$ cat config.mk
export PLATFORM = sky130hd
export DESIGN_NAME = i2c_reg_sequencer
export DESIGN_NICKNAME = d
export VERILOG_FILES = /design/src/rtl/i2c_reg_sequencer.sv
export SDC_FILE = /design/constraint.sdc
export NUM_CORES = 1
export LEC_CHECK = 0
export ABC_AREA = 1
export BUFFER_PORTS_ARGS = -buffer_cell sky130_fd_sc_hd__buf_4
export CORE_ASPECT_RATIO = 2
export CORE_MARGIN = 2
export CORE_UTILIZATION = 32
export CTS_CLUSTER_DIAMETER = 80
export DETAILED_ROUTE_END_ITERATION = 6
export GPL_ROUTABILITY_DRIVEN = 0
export SYNTH_ARGS = -nofsm -noshare
export SYNTH_HDL_FRONTEND = slang
export SYNTH_SLANG_ARGS = --single-unit
$ cat constraint.sdc
create_clock -name Clk -period 2.45 [get_ports Clk]
set_input_delay 0.49 -clock Clk [delete_from_list [all_inputs] [get_ports Clk]]
set_output_delay 0.49 -clock Clk [all_outputs]
set_load 0.03 [all_outputs]
$ cat src/rtl/i2c_reg_sequencer.sv
// i2c_reg_sequencer: drives i2c_master_regs over the register bus to run one-byte I2C transfers for a client.
module i2c_reg_sequencer #(
  parameter int AWIDTH = 3,
  parameter int DWIDTH = 8,
  parameter logic [7:0] PRESCALE = 8'h04,
  parameter int ADDR_PRE = 0,
  parameter int ADDR_CTR = 2,
  parameter int ADDR_TXR = 3,
  parameter int ADDR_CR = 4,
  parameter int TIMEOUT = 1023
) (
  input  logic              Clk,
  input  logic              Rst_n,
  input  logic              Req,
  input  logic              Rnw,
  input  logic [6:0]        Dev_addr,
  input  logic [7:0]        Wdata,
  output logic              Ack,
  output logic [7:0]        Rdata,
  output logic [1:0]        Err,
  output logic              Busy,
  output logic [AWIDTH-1:0] Addr,
  output logic [DWIDTH-1:0] Dout,
  input  logic [DWIDTH-1:0] Din,
  output logic              Wr
);
  localparam int CW = $clog2(TIMEOUT + 1);
  typedef enum logic [4:0] {
    INIT_PRE, INIT_CTR, IDLE, TX_ADDR, CMD_ADDR, POLL_A, EVAL_A, TX_DATA, CMD_DATA,
    POLL_D, EVAL_D, RD_RXR, LATCH_RXR, ALACK, ABORT, POLL_S, EVAL_S, DONE
  } state_t;
  state_t state, nxt;
  logic run, rnw_q;
  logic [6:0] dev_q;
  logic [7:0] wdata_q;
  logic [CW-1:0] cnt;
  logic al, tip, rxack, to, ev;
  assign al = Din[5];
  assign tip = Din[1];
  assign rxack = Din[7];
  assign to = cnt == CW'(TIMEOUT);
  assign ev = state inside {EVAL_A, EVAL_D, EVAL_S};
  assign Ack = state == DONE;
  assign Busy = !(state inside {INIT_PRE, INIT_CTR, IDLE, DONE});
  // run keeps the init write off the bus while reset is held
  always_comb begin
    nxt = state;
    Wr = 1'b0;
    Addr = '0;
    Dout = '0;
    case (state)
      INIT_PRE: begin
        Wr = run;
        Addr = run ? AWIDTH'(ADDR_PRE) : '0;
        Dout = run ? PRESCALE : '0;
        nxt = run ? INIT_CTR : INIT_PRE;
      end
      INIT_CTR: begin Wr = 1'b1; Addr = AWIDTH'(ADDR_CTR); Dout = 8'h80; nxt = IDLE; end
      IDLE: nxt = Req ? TX_ADDR : IDLE;
      TX_ADDR: begin Wr = 1'b1; Addr = AWIDTH'(ADDR_TXR); Dout = {dev_q, rnw_q}; nxt = CMD_ADDR; end
      CMD_ADDR: begin Wr = 1'b1; Addr = AWIDTH'(ADDR_CR); Dout = 8'h90; nxt = POLL_A; end
      POLL_A: begin Addr = AWIDTH'(ADDR_CR); nxt = EVAL_A; end
      EVAL_A: nxt = al ? ALACK : tip ? (to ? ABORT : POLL_A) : rxack ? ABORT : rnw_q ? CMD_DATA : TX_DATA;
      TX_DATA: begin Wr = 1'b1; Addr = AWIDTH'(ADDR_TXR); Dout = wdata_q; nxt = CMD_DATA; end
      CMD_DATA: begin Wr = 1'b1; Addr = AWIDTH'(ADDR_CR); Dout = rnw_q ? 8'h68 : 8'h50; nxt = POLL_D; end
      POLL_D: begin Addr = AWIDTH'(ADDR_CR); nxt = EVAL_D; end
      EVAL_D: nxt = al ? ALACK : tip ? (to ? ABORT : POLL_D) : rnw_q ? RD_RXR : DONE;
      RD_RXR: begin Addr = AWIDTH'(ADDR_TXR); nxt = LATCH_RXR; end
      LATCH_RXR: nxt = DONE;
      ALACK: begin Wr = 1'b1; Addr = AWIDTH'(ADDR_CR); Dout = 8'h01; nxt = DONE; end
      ABORT: begin Wr = 1'b1; Addr = AWIDTH'(ADDR_CR); Dout = 8'h40; nxt = POLL_S; end
      POLL_S: begin Addr = AWIDTH'(ADDR_CR); nxt = EVAL_S; end
      EVAL_S: nxt = al ? ALACK : (tip && !to) ? POLL_S : DONE;
      DONE: nxt = IDLE;
      default: nxt = INIT_PRE;
    endcase
  end
  always_ff @(posedge Clk) begin
    if (!Rst_n) begin
      state <= INIT_PRE;
      run <= 1'b0;
      cnt <= '0;
      rnw_q <= 1'b0;
      dev_q <= '0;
      wdata_q <= '0;
      Rdata <= '0;
      Err <= '0;
    end else begin
      state <= nxt;
      run <= 1'b1;
      cnt <= (ev && tip && !al && !to) ? cnt + CW'(1) : ev ? '0 : cnt;
      if (state == IDLE && Req) begin
        rnw_q <= Rnw;
        dev_q <= Dev_addr;
        wdata_q <= Wdata;
        Rdata <= '0;
        Err <= '0;
      end
      if (state == LATCH_RXR) Rdata <= Din;
      // the stop phase never overwrites the code that caused the abort
      if (state == EVAL_A || state == EVAL_D)
        Err <= al ? 2'd2 : tip ? (to ? 2'd3 : Err) : (rxack && (state == EVAL_A || !rnw_q)) ? 2'd1 : Err;
    end
  end
endmodule

-- Yosys cells after proc, flatten, opt, wreduce, memory -nomap -nowiden
Index checks and enable logic that the tools add are counted.
- bits in latches: 0
- memories: 0
- output and inout bits: 24
- RAM bits: 0
- register bits: 42
- memory bits (read-only): 0
- div/mod/pow operators: 0
- shift-type cells: 0
- multipliers: 0
- mux-type cells: 30
- magnitude comparators: 0
- reductions and logical operators: 24
- equal/unequal tests: 20
- $add $sub $neg: 1
- bitwise operators: 0
- operators with widths (cell ; number):
    $pmux W5 S16 ; 1
    $pmux W8 S8 ; 1
    $eq A5 B4 Y1 const B ; 8
    $mux W5 ; 5
    $eq A5 B3 Y1 const B ; 4
    $mux W10 ; 2
    $mux W4 ; 5
    $mux W8 ; 2
    $reduce_or A7 Y1 ; 2
    $mux W2 ; 6
    $add A10 B1 Y10 const B ; 1
    $eq A10 B10 Y1 const B ; 1
    $eq A5 B2 Y1 const B ; 2
    $eq A5 B5 Y1 const B ; 2
    $pmux W3 S3 ; 1
    $logic_and A1 B1 Y1 ; 6
    $mux W3 ; 2
    $mux W6 ; 1
    $reduce_bool A2 Y1 ; 3
    $eq A5 B1 Y1 const B ; 1
    $logic_not A5 Y1 ; 1
    $logic_not A1 Y1 ; 4
    $ne A4 B3 Y1 const B ; 1
    $ne A4 B4 Y1 const B ; 1
    8 further kinds ; 12

-- Longest topological paths before layout
Gate-level depths: netlist (run 1).
- depth after elaboration: 7
- depth in mapped cells: 11
- mapped depth without buffers: 11

-- Least setup slack after synthesis (run 1)
OpenSTA, ideal clock, no wires.
- path kind: register -> output
- start: register state[0]
- end: output Dout[6]
- slack: 433 ps
- path buffers: 0
- stages on the path, launching flop included: 5
- arrival time: 1527 ps
- cells stage by stage: dfxtp_1 nand2_1 inv_1 nand2_1 o21ai_0
- word-level cells in the longest chain between the ends: 2
- elaborated cells between the ends (all ways): 9
- those cells by class: eq/ne (7); mux (1); reduce/logical (1)
- ends and longest elaborated chain (element ; RTL line ; text):
    start, declared ; 32 ; state_t state, nxt;
    start signal, assigned ; 89 ; state <= nxt;
    $eq A5 B4 Y1, or another cell as far along ; 51 ; case (state)
    $pmux W8 S8 * ; 51 ;
    end, declared ; 23 ; output logic [DWIDTH-1:0] Dout,
Every way passes the cells marked *; elsewhere a longest branch is shown, timed or not.

-- Worst setup path in the final report (run 1)
- start: register state[3]
- end: output Dout[4]
The elaborated chain is that of the path after synthesis.

==> flow_metrics.env, run 1 <==
export IMPL_start_util_pct=33.0
export IMPL_drt_wl_total_um=6350
export IMPL_setup_tns_ns=0
export IMPL_drt_initial_drc_count=112
export IMPL_numClockSinks=42
export IMPL_p_leak_nw=1.24
export IMPL_worstSetupPathType="reg -> out"
export IMPL_status="complete, no violations"
export IMPL_report_final_slew_viol_count=0
export IMPL_maxCapViolCount=0
export IMPL_syn_avg_cell_area_um2=6.73
export IMPL_post_dp_cell_area_um2=2740
export IMPL_cts_buffer_depth=2
export IMPL_crit_top_cell="inv_1"
export IMPL_grt_pass1_wl_um=10300
export IMPL_grt_pass1_vias=2365
export IMPL_ir_drop_mv=0.408
export IMPL_dieWidth_um=63.6
export IMPL_ios=51
export IMPL_relSlewSlack_pct=67.6
export IMPL_vias=2359
export IMPL_cp_max_fo=6
export IMPL_viasPerCell=4.92
export IMPL_antenna_cells=0
export IMPL_die_h_um=123
export IMPL_rsz0062_at_grt="false"
export IMPL_timing_final_crit_share_pct=93.2
export IMPL_syn_inst=338
export IMPL_required_ns=1.96
export IMPL_netlist_top_cell_by_area="dfxtp_1"
export IMPL_min_period_ns=2.28
export IMPL_io_buffers=50
export IMPL_finClkSkew_ns=0.00639
export IMPL_pre_cts_slack_ns=0.380
export IMPL_rows=43
export IMPL_synth_cell_types=30
export IMPL_hold_viol_final=0
export IMPL_ff2ff_setup_slack_ns=0.56
export IMPL_antenna_left=0
export IMPL_drtPass1Iterations=4
export IMPL_nets=416
export IMPL_fin_area_um2=2900
export IMPL_grt_max_degree=37
export IMPL_cts_tree="done"
export IMPL_yosysTopAreaCellShare_pct=37.0
export IMPL_critPathMaxStageDelay_ns=0.45
export IMPL_root_buffer="clkbuf_16"
export IMPL_clk_insertion_delay_late_ns=0.29
export IMPL_core_area_um2=6890
export IMPL_overflow=0
export IMPL_synth_area_um2=2270
export IMPL_stdcell_count=479
export IMPL_postCtsResizedCells=0
export IMPL_ys_seq_area_share_pct=37.0
export IMPL_crit_path_top_delay_cell="dfxtp_1"
export IMPL_hold_slack_ns=0.452
export IMPL_worst_pin_slew_ns=0.484
export IMPL_critical_path_endpoint_type="primary output"
export IMPL_synth_seq_cells=42
export IMPL_syn_nets=366
export IMPL_hold_class="reg -> reg"
export IMPL_grtUsageTotal_pct=17.1
export IMPL_yosysWarnings=0
export IMPL_h_tree_depth=2
export IMPL_cts_buffers_inserted=5
export IMPL_antenna_found_initial=0
export IMPL_powerDensity_nw_per_um2=602
export IMPL_area_growth_pct=27.4
export IMPL_die_area_um2=7840
export IMPL_crit_arrival_ns=1.79
export IMPL_layout_common_cells="nand2_1, buf_4, dfxtp_1, inv_1, a21oi_1"
export IMPL_dp_hpwl_um=4900
export IMPL_layout_commonest_cell="nand2_1"
export IMPL_routedWlPerCell_um=13.3
export IMPL_synthTopCellsByArea="dfxtp_1, nand2_1, a21oi_1"
export IMPL_finalSetupViolations=0
export IMPL_max_freq_ghz=0.438
export IMPL_post_cts_buffers=0
export IMPL_cp_start_kind="register"
export IMPL_dpl_cell_count=471
export IMPL_ctsHoldBuffers=0
export IMPL_timing_critical_path_cells="inv_1 > nand3_1 > nor2_2 > inv_1 > o22ai_1 > a21oi_1 > nand2_1 > buf_4"
export IMPL_drive_above_1_share_pct=22.1
export IMPL_setup_slack_ns=0.167
export IMPL_drc=0
export IMPL_path_clk_slew_ns=0.06
==> sequential cells by signal, summed over array words and instances, names as in the netlist <==
register and cells:
Err 2, dev_q 7, cnt 10, wdata_q 8
Rdata 8, state 5, run 1, rnw_q 1
==> worst max-delay path, delay by kind of cell (launching register included) <==
family | cells | cell delay (ns)
AO/OA/AOI/OAI | 2 | 0.22
buffers and inverters | 3 | 0.46
AND/OR/NAND/NOR | 3 | 0.37
flip-flops | 1 | 0.45
==> cell families (layout without fill, tap and decap cells) <==
kind of cell,count (synthesis),after routing,share of synthesized area (%)
AO/OA/AOI/OAI,78,78,18.5
AND/OR/NAND/NOR,155,155,32.5
flip-flops,42,42,37.0
adder cells (fa/ha/maj),1,1,0.550
XOR/XNOR,4,4,1.54
buffers and inverters,58,109,9.91
==> layer usage <==
layer	vias up	track usage, %	wire, µm	share of wire [%]
met5	-	0	0	0
met4	0	12.2	299	4.7
li1	1204	-	-	-
met3	18	3.18	251	4.0
met2	58	32.6	3480	55
met1	1079	16.0	2320	37
==> cells in the mapped netlist <==
library cell	n
xor2_1	3
clkinv_1	1
nand2_2	7
nand3_1	34
inv_4	1
o22ai_1	2
nand2_4	2
inv_1	41
ha_1	1
clkbuf_1	6
a31oi_1	1
inv_2	5
o21ai_0	22
o211ai_1	1
nand3_4	2
o21a_1	1
nor2_2	2
buf_2	4
nor3_2	1
xnor2_1	1
o221ai_1	4
a221o_1	1
nand4_1	4
o21bai_1	1
nor2_8	2
a21oi_1	40
nor2_1	33
dfxtp_1	42
nand2_1	68
o21ai_1	5
==> power by group <==
| group | leakage (nW) | internal, mW | switching [mW] | total [mW] |
|---|---|---|---|---|
| Clock | 0.0664 | 0.381 | 0.281 | 0.661 |
| Sequential | 0.340 | 0.716 | 0.0236 | 0.740 |
| Combinational | 0.833 | 0.122 | 0.221 | 0.343 |
==> final cells by class <==
cell class / instances / area, µm²
Fill cell: 778 / 3990
Multi-Input combinational cell: 238 / 1210
Sequential cell: 42 / 842
Timing Repair Buffer: 53 / 398
Inverter: 48 / 183
Clock buffer: 5 / 125
Tap cell: 90 / 113
Clock inverter: 3 / 23.8
==> final timing paths <==
path,from,end,cells after the start
min reg2reg,dev_q[5]$_SDFFE_PN0P_,dev_q[5]$_SDFFE_PN0P_,2
max,state[3]$_SDFF_PN0_,Dout[4],8
max reg2reg,cnt[0]$_SDFFE_PN0P_,state[0]$_SDFF_PN0_,10
min,dev_q[5]$_SDFFE_PN0P_,dev_q[5]$_SDFFE_PN0P_,2
==> per-stage QoR <==
stage | utilization (%) | power (mW)
floorplan | - | 0.967
global placement | 39.8 | 1.10
detailed placement | 39.8 | 1.10
CTS | 42.0 | 1.76
global route | 42.1 | 1.82
finish | 42.1 | 1.74
Power figures use the tool's default switching activity.
==> inputs of run 2 (changes only) <==
--- a/config.mk
+++ b/config.mk
@@ -9,10 +9,11 @@
 export BUFFER_PORTS_ARGS = -buffer_cell sky130_fd_sc_hd__buf_4
 export CORE_ASPECT_RATIO = 2
 export CORE_MARGIN = 2
-export CORE_UTILIZATION = 32
+export CORE_UTILIZATION = 50
 export CTS_CLUSTER_DIAMETER = 80
 export DETAILED_ROUTE_END_ITERATION = 6
 export GPL_ROUTABILITY_DRIVEN = 0
+export PLACE_DENSITY_LB_ADDON = 0.1
 export SYNTH_ARGS = -nofsm -noshare
 export SYNTH_HDL_FRONTEND = slang
 export SYNTH_SLANG_ARGS = --single-unit
==> run 2 against run 1 <==
Setup slack improved by 0.0094 ns. Critical path type unchanged. Critical endpoint unchanged. Total power fell by 13%. Critical path depth fell by 1. Clock skew rose by 0.0024 ns. Clock-buffer cell count rose by 1. First-iteration DRC count fell by 53%. Final cell count fell by 7.5%. Wire length fell by 7.1%. Sequential power barely moved. Clock power fell by 33%. Sequential share of layout area rose by 0.99 points.
==> flow_metrics.env, run 2 (synthesized netlist as in run 1, its figures left out) <==
export IMPL_status="complete, no violations"
export IMPL_clk_insertion_delay_late_ns=0.30
export IMPL_grtUsageTotal_pct=25.2
export IMPL_min_period_ns=2.27
export IMPL_die_h_um=99.4
export IMPL_dpl_cell_count=435
export IMPL_root_buffer="clkbuf_8"
export IMPL_ff2ff_path_depth=10
export IMPL_vias=2333
export IMPL_grt_max_degree=36
export IMPL_crit_top_cell="nand2_1"
export IMPL_h_tree_depth=2
export IMPL_nets=416
export IMPL_largest_register="cnt"
export IMPL_drive_above_1_share_pct=21.9
export IMPL_cp_start_kind="register"
export IMPL_critical_path_endpoint_type="primary output"
export IMPL_path_clk_slew_ns=0.09
export IMPL_cp_max_fo=6
export IMPL_crit_path_top_delay_cell="dfxtp_1"
export IMPL_relSlewSlack_pct=67.3
export IMPL_ios=51
export IMPL_finalSetupViolations=0
export IMPL_p_leak_nw=1.22
export IMPL_ir_drop_mv=0.459
export IMPL_r2r_start="cnt[0]$_SDFFE_PN0P_"
export IMPL_grt_pass1_wl_um=9840
export IMPL_ctsHoldBuffers=0
export IMPL_drc=0
export IMPL_drt_wl_total_um=5900
export IMPL_timing_rr_end="cnt[5]$_SDFFE_PN0P_"
export IMPL_routedWlPerCell_um=13.3
export IMPL_setup_tns_ns=0
export IMPL_rows=34
export IMPL_required_ns=1.96
export IMPL_hold_class="reg -> reg"
export IMPL_worst_pin_slew_ns=0.488
export IMPL_layout_commonest_cell="nand2_1"
export IMPL_stdcell_count=443
export IMPL_timing_final_crit_share_pct=92.8
export IMPL_hold_viol_final=0
export IMPL_n_fill_cell=430
export IMPL_maxCapViolCount=0
export IMPL_worstSetupPathType="reg -> out"
export IMPL_largest_reg_flops=10
export IMPL_drt_initial_drc_count=53
export IMPL_max_freq_ghz=0.440
export IMPL_area_growth_pct=23.2
export IMPL_dieWidth_um=51.7
export IMPL_cts_buffer_depth=2
export IMPL_io_buffers=50
export IMPL_rsz0062_at_grt="false"
export IMPL_die_area_um2=5130
export IMPL_min_to="dev_q[3]$_SDFFE_PN0P_"
export IMPL_grt_pass1_vias=2152
export IMPL_report_final_slew_viol_count=0
export IMPL_hold_path_depth=2
export IMPL_overflow=0
export IMPL_min_from="dev_q[3]$_SDFFE_PN0P_"
export IMPL_finClkSkew_ns=0.00876
export IMPL_drtPass1Iterations=4
export IMPL_core_area_um2=4380
export IMPL_antenna_cells=0
export IMPL_ff2ff_setup_slack_ns=0.60
export IMPL_viasPerCell=5.27
export IMPL_numClockSinks=42
export IMPL_critPathMaxStageDelay_ns=0.50
export IMPL_start_util_pct=51.9
export IMPL_layout_common_cells="nand2_1, buf_4, dfxtp_1, inv_1, a21oi_1"
export IMPL_timing_critical_path_cells="nand2_1 > nor2_2 > inv_1 > o22ai_1 > a21oi_1 > nand2_1 > buf_4"
export IMPL_antenna_left=0
export IMPL_crit_arrival_ns=1.78
export IMPL_top_regs="cnt x10, Rdata x8, wdata_q x8"
export IMPL_powerDensity_nw_per_um2=544
export IMPL_cts_tree="done"
export IMPL_antenna_found_initial=0
export IMPL_dp_hpwl_um=4510
export IMPL_cts_buffers_inserted=5
-- run 2: area by class of cell --
class / instances / area [µm²] / area share (%)
timing repair buffer: 53 / 410 / 14.6
inverter: 48 / 183 / 6.52
multi-input combinational: 238 / 1210 / 43.3
sequential: 42 / 842 / 30.1
clock inverter: 2 / 13.8 / 0.491
clock buffer: 6 / 72.6 / 2.59
tap: 54 / 67.6 / 2.41
-- run 2: per-stage QoR --
stage	hold WS [ns]	util [%]	worst slack [ns]	power [mW]	area [µm²]
2_1_floorplan	0.423	-	0.433	0.967	2270
3_3_place_gp	0.438	61.8	0.464	1.09	2710
3_5_place_dp	0.442	61.8	0.410	1.09	2710
4_1_cts	0.452	63.8	0.0703	1.54	2800
5_1_grt	0.460	63.9	0.000325	1.61	2800
6_report	0.451	63.9	0.177	1.52	2800
-- run 2: worst max path at each step --
stage	start	to	slack (ns)	cells past startpoint
after floorplan	state[0]$_SDFF_PN0_	Dout[6]	0.43	4
after global placement	state[0]$_SDFF_PN0_	Dout[3]	0.46	5
after detailed placement	state[0]$_SDFF_PN0_	Dout[3]	0.41	5
after CTS	state[0]$_SDFF_PN0_	Dout[3]	0.07	5
after global routing	state[0]$_SDFF_PN0_	Dout[4]	0.0003	7
final	state[0]$_SDFF_PN0_	Dout[4]	0.18	7
-- run 2: metal layers --
layer	routed length, µm	vias to the layer above	share of wire (%)	track usage (%)
met2	3350	61	57	47.3
met4	198	0	3.4	11.9
met1	2160	1046	37	25.6
met5	0	-	0	0
met3	185	18	3.1	4.05
li1	-	1208	-	-
-- run 2: repair_timing --
action                     4_1_cts  5_1_grt
setup buffers                    0        0
resized for setup                0        3
setup endpoints to repair        0        8
-- run 2: power breakdown --
| part | leakage, nW | internal, mW | switching [mW] |
|---|---|---|---|
| sequential | 0.341 | 0.714 | 0.0230 |
| combinational | 0.839 | 0.125 | 0.218 |
| clock | 0.0452 | 0.201 | 0.244 |
-- run 2: critical path, delay by kind of cell (launching register included) --
family | cells | cell delay (ns)
buf+inv | 2 | 0.32
compound gates | 2 | 0.19
simple gates | 3 | 0.47
flops | 1 | 0.50
==> inputs of run 3 (changes only) <==
--- a/config.mk
+++ b/config.mk
@@ -6,12 +6,12 @@
 export NUM_CORES = 1
 export LEC_CHECK = 0
 export ABC_AREA = 1
-export BUFFER_PORTS_ARGS = -buffer_cell sky130_fd_sc_hd__buf_4
 export CORE_ASPECT_RATIO = 2
 export CORE_MARGIN = 2
 export CORE_UTILIZATION = 50
 export CTS_CLUSTER_DIAMETER = 80
 export DETAILED_ROUTE_END_ITERATION = 6
+export DONT_BUFFER_PORTS = 1
 export GPL_ROUTABILITY_DRIVEN = 0
 export PLACE_DENSITY_LB_ADDON = 0.1
 export SYNTH_ARGS = -nofsm -noshare
==> run 3 against run 2 <==
Wire length is 1.4% higher. Largest cell class unchanged. Critical path depth did not move. Core utilization fell by 7.9 points. Sequential power is 1% higher. Register-to-register slack worse by 0.02 ns. Clock-buffer cell count unchanged. Clock power is essentially flat. Highest routed layer unchanged. Sequential share of layout area grew 4.2 points. Largest power group unchanged. Total power down 4.6%. Non-clock buffer count is 44 lower. Worst hold slack got worse by 0.23 ns.
==> flow_metrics.env, run 3 (synthesized netlist as in run 1, its figures left out) <==
export IMPL_timing_rr_end="cnt[1]$_SDFFE_PN0P_"
export IMPL_clockPowerShare_pct=30.6
export IMPL_timing_final_crit_share_pct=95.5
export IMPL_ir_drop_mv=0.346
export IMPL_dpl_cell_count=391
export IMPL_dieWidth_um=51.7
export IMPL_cp_num_cells=7
export IMPL_switchingPower_mw=0.466
export IMPL_start_util_pct=51.9
export IMPL_antenna_left=0
export IMPL_worst_pin_slew_ns=0.558
export IMPL_n_fill_cell=460
export IMPL_hold_path_depth=0
export IMPL_required_ns=1.96
export IMPL_fin_area_um2=2460
export IMPL_postCtsResizedCells=0
export IMPL_crit_path_top_delay_cell="dfxtp_1"
export IMPL_report_final_slew_viol_count=0
export IMPL_min_period_ns=2.34
export IMPL_p_leak_nw=0.996
export IMPL_power_frac_seq_pct=51.2
export IMPL_rows=34
export IMPL_drt_wl_total_um=5980
export IMPL_min_from="Rst_n"
export IMPL_largest_register="cnt"
export IMPL_antenna_cells=0
export IMPL_ios=51
export IMPL_antenna_found_initial=0
export IMPL_finClkSkew_ns=0.00375
export IMPL_powerDensity_nw_per_um2=592
export IMPL_cp_max_fo=6
export IMPL_cp_start_kind="register"
export IMPL_hold_viol_final=0
export IMPL_overflow=0
export IMPL_r2r_start="cnt[0]$_SDFFE_PN0P_"
export IMPL_drc=0
export IMPL_critical_path_buf_inv_count=2
export IMPL_area_growth_pct=8.09
export IMPL_grt_max_degree=36
export IMPL_comb_power_share_pct=18.1
export IMPL_drt_initial_drc_count=61
export IMPL_root_buffer="clkbuf_8"
export IMPL_io_buffers=0
export IMPL_die_h_um=99.4
export IMPL_setup_slack_ns=0.111
export IMPL_critPathMaxStageDelay_ns=0.38
export IMPL_ctsHoldBuffers=0
export IMPL_cts_tree="done"
export IMPL_vias=2221
export IMPL_crit_top_cell="inv_1"
export IMPL_startpoint="state[3]$_SDFF_PN0_"
export IMPL_largest_reg_flops=10
export IMPL_critical_path_endpoint_type="primary output"
export IMPL_grt_pass1_wl_um=9650
export IMPL_path_clk_slew_ns=0.08
export IMPL_path_delay_family="simple AND/OR/NAND/NOR gates"
export IMPL_grt_pass1_vias=2148
export IMPL_die_area_um2=5130
export IMPL_ff2ff_path_depth=10
export IMPL_timing_critical_path_cells="inv_1 > nand3_1 > nor2_2 > inv_1 > o22ai_1 > a21oi_1 > nand2_1"
export IMPL_crit_arrival_ns=1.85
export IMPL_dp_hpwl_um=4540
export IMPL_viasPerCell=5.57
export IMPL_post_cts_buffers=0
export IMPL_worstSetupPathType="reg -> out"
export IMPL_numClockSinks=42
export IMPL_cts_buffers_inserted=5
export IMPL_status="complete, no violations"
export IMPL_h_tree_depth=2
export IMPL_maxCapViolCount=0
export IMPL_min_to="run$_DFF_P_"
export IMPL_clk_insertion_delay_late_ns=0.30
export IMPL_top_regs="cnt x10, Rdata x8, wdata_q x8"
export IMPL_hold_class="in -> reg"
export IMPL_grtUsageTotal_pct=24.8
export IMPL_post_dp_cell_area_um2=2370
export IMPL_stdcell_count=399
export IMPL_swShare_pct=32.0
export IMPL_relSlewSlack_pct=62.7
export IMPL_drive_above_1_share_pct=11.6
export IMPL_setup_tns_ns=0
export IMPL_ff2ff_setup_slack_ns=0.58
export IMPL_routedWlPerCell_um=15.0
export IMPL_finalSetupViolations=0
export IMPL_pre_cts_slack_ns=0.346
export IMPL_total_power_mw=1.46
export IMPL_max_freq_ghz=0.428
export IMPL_cts_buffer_depth=2
export IMPL_p_int_mw=0.990
export IMPL_nets=372
export IMPL_layout_common_cells="nand2_1, dfxtp_1, inv_1"
export IMPL_rsz0062_at_grt="false"
export IMPL_layout_commonest_cell="nand2_1"
export IMPL_drtPass1Iterations=4
export IMPL_core_area_um2=4380
## run 3: worst max-delay path by stage
stage	to
2_1_floorplan	Dout[6]
3_3_place_gp	Wr
3_5_place_dp	Dout[4]
4_1_cts	Dout[4]
5_1_grt	Dout[4]
6_report	Dout[4]
## run 3: worst register-to-register path, delay by kind of cell, from the launching register on
family                     cells  cell delay (ns)
and+or+nand+nor                7             0.98
DFF                            1             0.36
adders and majority gates      1             0.23
buffers and inverters          1             0.11
AOI/OAI and AO/OA              1             0.11
## run 3: power groups by stage
stage	Clock, mW	Sequential (mW)	Combinational, mW
4_1_cts	0.458	0.745	0.264
2_1_floorplan	0	0.753	0.214
3_3_place_gp	0	0.761	0.262
5_1_grt	0.483	0.749	0.295
6_report	0.446	0.746	0.264
3_5_place_dp	0	0.761	0.263
## run 3: per-stage QoR
stage | hold slack, ns | utilization [%]
after floorplan | 0.423 | -
after global placement | 0.438 | 54.0
after detailed placement | 0.447 | 54.0
after CTS | 0.213 | 56.0
after global routing | 0.204 | 56.1
final | 0.220 | 56.1
## run 3: cell type report
type	count	area, µm²	share of cell area (%)
inverters	48	183	7.43
flip-flops and latches	42	841	34.2
repair buffers	9	67.6	2.75
well taps	54	67.6	2.75
multi-input cells	238	1210	49.3
clock buffers	6	72.6	2.95
clock inverters	2	13.8	0.560
## run 3: per-layer routing
| metal | up-vias | global-route usage, % | share of wire, % |
|---|---|---|---|
| met2 | 65 | 50.6 | 59 |
| met3 | 14 | 4.80 | 5.0 |
| met4 | 0 | 10.9 | 2.9 |
| met5 | - | 0 | 0 |
| met1 | 1025 | 21.2 | 33 |
| li1 | 1117 | - | - |
